**config.mk**
```make
export PLATFORM = sky130hd
export DESIGN_NAME = mux_bus_arbiter
export DESIGN_NICKNAME = d
export VERILOG_FILES = /design/src/rtl/mux_bus_arbiter.sv
export SDC_FILE = /design/constraint.sdc
export NUM_CORES = 1
export LEC_CHECK = 0
export ABC_CLOCK_PERIOD_IN_PS = 2300
export BUFFER_PORTS_ARGS = -buffer_cell sky130_fd_sc_hd__buf_2
export CAP_MARGIN = 20
export CORE_MARGIN = 8
export CORE_UTILIZATION = 36
export DETAILED_ROUTE_END_ITERATION = 6
export PLACE_DENSITY = 0.67
export SYNTH_ARGS = -nofsm -noshare
export SYNTH_HDL_FRONTEND = slang
export SYNTH_SLANG_ARGS = --single-unit
```
**constraint.sdc**
```tcl
create_clock -name clock -period 2.3 [get_ports clock]
set_input_delay 0.23 -clock clock [delete_from_list [all_inputs] [get_ports clock]]
set_output_delay 0.23 -clock clock [all_outputs]
set_load 0.01 [all_outputs]
```
**src/rtl/mux_bus_arbiter.sv**
```systemverilog
// Round-robin arbiter for a shared mux_bus: one owner at a time, one dead cycle between tenures.
// Define MUX_ARB_TIMEOUT_EN to bound each tenure to MAX_HOLD grant cycles with a timeout pulse.
module mux_bus_arbiter #(
    parameter int NUM_PORTS = 4,
    parameter int MAX_HOLD  = 16
) (
    input  logic                         clock,
    input  logic                         reset_n,
    input  logic [NUM_PORTS-1:0]         request,
    output logic [NUM_PORTS-1:0]         grant,
    output logic [$clog2(NUM_PORTS)-1:0] enable_port,
    output logic                         valid_enable,
    output logic                         timeout
);
    localparam int IDX_W = $clog2(NUM_PORTS);

    typedef enum logic [1:0] {IDLE, GRANT, TURN} state_t;

    state_t               state_reg, state_next;
    logic [NUM_PORTS-1:0] grant_reg, grant_next;
    logic [IDX_W-1:0]     enable_port_reg, enable_port_next;
    logic                 valid_reg, valid_next;
    logic [IDX_W-1:0]     rr_ptr_reg, rr_ptr_next;

    logic [IDX_W-1:0]     pick_idx;
    logic                 pick_found;
    logic [NUM_PORTS-1:0] pick_onehot;
    logic                 owner_req;
    logic                 hold_expired;
    logic [IDX_W-1:0]     next_ptr;

    // First requester at or above rr_ptr, wrapping past the top port.
    always_comb begin
        pick_idx   = '0;
        pick_found = 1'b0;
        for (int k = 0; k < NUM_PORTS; k++) begin
            int cand;
            cand = int'(rr_ptr_reg) + k;
            if (cand >= NUM_PORTS) cand = cand - NUM_PORTS;
            if (!pick_found && request[cand]) begin
                pick_found = 1'b1;
                pick_idx   = IDX_W'(cand);
            end
        end
    end

    generate
        for (genvar gi = 0; gi < NUM_PORTS; gi++) begin : g_onehot
            assign pick_onehot[gi] = (pick_idx == IDX_W'(gi));
        end
    endgenerate

    assign owner_req = request[enable_port_reg];
    assign next_ptr  = (enable_port_reg == IDX_W'(NUM_PORTS - 1)) ? '0
                                                                  : enable_port_reg + IDX_W'(1);

    always_comb begin
        state_next       = state_reg;
        grant_next       = grant_reg;
        enable_port_next = enable_port_reg;
        valid_next       = valid_reg;
        rr_ptr_next      = rr_ptr_reg;
        case (state_reg)
            GRANT: begin
                if (!owner_req || hold_expired) begin
                    state_next  = TURN;
                    grant_next  = '0;
                    valid_next  = 1'b0;
                    rr_ptr_next = next_ptr;
                end
            end
            default: begin
                if (pick_found) begin
                    state_next       = GRANT;
                    grant_next       = pick_onehot;
                    enable_port_next = pick_idx;
                    valid_next       = 1'b1;
                end else begin
                    state_next = IDLE;
                    grant_next = '0;
                    valid_next = 1'b0;
                end
            end
        endcase
    end

    always_ff @(posedge clock or negedge reset_n) begin
        if (!reset_n) begin
            state_reg       <= IDLE;
            grant_reg       <= '0;
            enable_port_reg <= '0;
            valid_reg       <= 1'b0;
            rr_ptr_reg      <= '0;
        end else begin
            state_reg       <= state_next;
            grant_reg       <= grant_next;
            enable_port_reg <= enable_port_next;
            valid_reg       <= valid_next;
            rr_ptr_reg      <= rr_ptr_next;
        end
    end

`ifdef MUX_ARB_TIMEOUT_EN
    localparam int HOLD_W = $clog2(MAX_HOLD + 1);

    logic [HOLD_W-1:0] hold_cnt_reg, hold_cnt_next;
    logic              timeout_reg;
    logic              start_grant;
    logic              forced;

    assign hold_expired = (hold_cnt_reg == HOLD_W'(MAX_HOLD));
    assign start_grant  = (state_reg != GRANT) && pick_found;
    assign forced       = (state_reg == GRANT) && owner_req && hold_expired;

    // hold_cnt reads 1 in the first grant cycle, so a tenure spans exactly MAX_HOLD cycles.
    always_comb begin
        hold_cnt_next = hold_cnt_reg;
        if (start_grant) begin
            hold_cnt_next = HOLD_W'(1);
        end else if (state_reg == GRANT) begin
            if (!owner_req || hold_expired) hold_cnt_next = '0;
            else                            hold_cnt_next = hold_cnt_reg + HOLD_W'(1);
        end
    end

    always_ff @(posedge clock or negedge reset_n) begin
        if (!reset_n) begin
            hold_cnt_reg <= '0;
            timeout_reg  <= 1'b0;
        end else begin
            hold_cnt_reg <= hold_cnt_next;
            timeout_reg  <= forced;
        end
    end

    assign timeout = timeout_reg;
`else
    assign hold_expired = (MAX_HOLD < 0);
    assign timeout      = 1'b0;
`endif

    assign grant        = grant_reg;
    assign enable_port  = enable_port_reg;
    assign valid_enable = valid_reg;

endmodule
```
==> flow_summary.json <==
{
  "hold_class": "input pin to async pin",
  "timing.final.crit_share": 0.739,
  "post_cts_buffers": 0,
  "worst-r2r-cell-count": 3,
  "instances_no_fill": 77,
  "antenna_found_initial": 0,
  "critical_path.max_fanout": 5,
  "total_power_mw": 0.855,
  "timing.fmax_mhz": 588,
  "netlist_instances": 46,
  "crit_cells": 3,
  "clk_transition_reported_paths_ns": 0.06,
  "synth-warning-count": 0,
  "cts_max_level": 1,
  "critPathKind": "register to register",
  "proportion_of_register_bits_with_asynchronous_set_or_reset_after_synthesis": 1.00,
  "ordered_cell_list_for_the_critical_path": "mux4_2 > nor3b_4 > mux2_4",
  "layout-drive-gt1-share": 0.344,
  "floorplan.die.height_um": 54.4,
  "postRouteWirelength_um": 1080,
  "preCtsSetupSlack_ns": 0.613,
  "cts_tree": "built",
  "dr.max_layer_used": "met4",
  "slew_violations": 0,
  "drt_pass1_iterations": 4,
  "port_buffers": 12,
  "netlist-cell-type-count": 26,
  "numClockSinks": 10,
  "initialDrtViolationCount": 6,
  "netlist_area_um2": 531,
  "final_core_utilization": 0.443,
  "grt_use_total": 0.0811,
  "finalSetupViolations": 0,
  "initial_core_utilization": 0.369,
  "num_antenna_cells": 0,
  "postSynth.topFlopCell": "sky130_fd_sc_hd__dfrtp_1",
  "met2WireLength_um": 495,
  "ys_seq_elements": 10,
  "ir_worst_vdd_uv": 407,
  "routed-wl-met3_um": 55,
  "nNetsFinal": 70,
  "power.density_nw_per_um2": 1350,
  "crit_arrival_ns": 1.84,
  "count_of_flip_flops_with_a_built_in_enable_after_synthesis": 0,
  "fin_setup_tns_ns": 0,
  "critical_path_buf_inv_count": 0,
  "detail-route-antenna-nets": 0,
  "largest_reg_flops": 4,
  "final.min_clock_period_ns": 1.70,
  "finClkSkew_ns": 0.00145,
  "wl_met1_um": 503,
  "die_area_um2": 2960,
  "slowest_delay_ns": 0.57,
  "mostFrequentLayoutCell": "sky130_fd_sc_hd__buf_2",
  "grt_start_max_net_pins": 11,
  "mostFrequentLayoutCells": "sky130_fd_sc_hd__buf_2 (12), sky130_fd_sc_hd__dfrtp_1 (10), sky130_fd_sc_hd__nand2_1 (3), sky130_fd_sc_hd__inv_1 (3), sky130_fd_sc_hd__clkbuf_4 (3)",
  "endpoint_kind": "register",
  "cts_buffer_depth": 2,
  "finalHoldViolCount": 0,
  "num_rows": 14,
  "sort_of_element_at_the_start_of_the_critical_path": "register",
  "grt_pass1_vias": 387,
  "run_status": "completed",
  "die_width_um": 54.4,
  "synth_seq_area_share": 0.472,
  "maxCapViolCount": 0,
  "area_growth_syn_to_layout_pct": 19.8,
  "routed_wire_length_per_instance_um": 14.1,
  "count_of_vias_placed_by_the_detailed_router": 390,
  "cpLargestDelayFamily": "multiplexers",
  "ios": 14,
  "finalWorstSetupSlack_ns": 0.600,
  "grt_overflow_total": 0,
  "wire_length_of_the_first_global_routing_pass_um": 1690,
  "cp_data_required_time_ns": 2.44,
  "via_per_inst": 5.06,
  "nets_in_the_synthesized_netlist": 53,
  "crit_slowest_cell": "sky130_fd_sc_hd__mux4_2",
  "cts_made_buffers": 3,
  "syn_avg_cell_area_um2": 11.5,
  "clock_insertion_delay_worst_skew_ns": 0.26,
  "routabilityCongestion": 0.728,
  "leakage_nw": 0.308,
  "post-place-cells": 73,
  "root_buffer": "sky130_fd_sc_hd__clkbuf_4",
  "design.core.area_um2": 1440,
  "drc": 0,
  "grt_setup_unrepaired": "no",
  "final.fill_count": 144,
  "place.detailed.hpwl_um": 848
}
cells by family after synthesis:
logic type | synth area share
muxes | 0.139
and+or+nand+nor | 0.179
AOI/OAI and AO/OA | 0.144
adders and majority gates | 0.0236
other | 0.00707
DFF | 0.472
buffers and inverters | 0.0354
final timing paths:
check / start / to / slack (ns)
setup / recovery: enable_port[0]$_DFFE_PN0P_ / rr_ptr_reg[0]$_DFFE_PN0P_ / 0.60
hold / removal: reset_n / rr_ptr_reg[1]$_DFFE_PN0P_ / 0.36
setup reg to reg: enable_port[0]$_DFFE_PN0P_ / rr_ptr_reg[0]$_DFFE_PN0P_ / 0.60
hold reg to reg: grant[1]$_DFFE_PN0P_ / grant[1]$_DFFE_PN0P_ / 0.48
max in group asynchronous: reset_n / grant[0]$_DFFE_PN0P_ / 1.75
min in group clock: request[3] / grant[1]$_DFFE_PN0P_ / 0.47
report_power, final:
group          switching, mW  internal (mW)
Combinational          0.193          0.218
Sequential            0.0754          0.255
Clock                 0.0539         0.0602
routing by layer:
layer  GRT usage  vias to the layer above
li1            -                      197
met1      0.0959                      184
met2       0.118                        7
met3      0.0190                        2
met4      0.0738                        0
met5           0                        -
metrics by stage:
step                      hold slack (ns)  cell area (um2)
final                               0.358              636
after detailed placement           0.0987              603
after global placement             0.0989              603
after CTS                           0.353              636
after floorplan                   -0.0656              531
after global routing                0.372              636
worst reg2reg max path: stages, from the launching register on:
cell and delay (ns):
sky130_fd_sc_hd__dfrtp_1 0.43, sky130_fd_sc_hd__mux4_2 0.57, sky130_fd_sc_hd__nor3b_4 0.26, sky130_fd_sc_hd__mux2_4 0.32
cell type report:
type | instances | area (um2) | share of cell area
repair buffers | 13 | 70.1 | 0.110
flip-flops and latches | 10 | 250 | 0.394
inverters | 3 | 11.3 | 0.0177
clock buffers | 3 | 22.5 | 0.0354
well taps | 16 | 20.0 | 0.0315
multi-input cells | 32 | 262 | 0.411
what timing repair did:
action,4_1_cts,5_1_grt
resized for setup,0,0
hold buffers,1,0
endpoints found under the hold margin,10,0
synthesized netlist by cell type, drive strengths merged, types with 2 or more instances:
| cell | number | share of area |
|---|---|---|
| nor2 | 2 | 0.014 |
| inv | 3 | 0.021 |
| nand2 | 3 | 0.021 |
| mux2 | 3 | 0.078 |
| dfrtp | 10 | 0.47 |
| nor2b | 2 | 0.024 |
| nand2b | 2 | 0.024 |
| a32o | 2 | 0.038 |
| o31ai | 2 | 0.028 |
| a21oi | 2 | 0.019 |
Note: power is estimated with default switching activity, not from simulation.
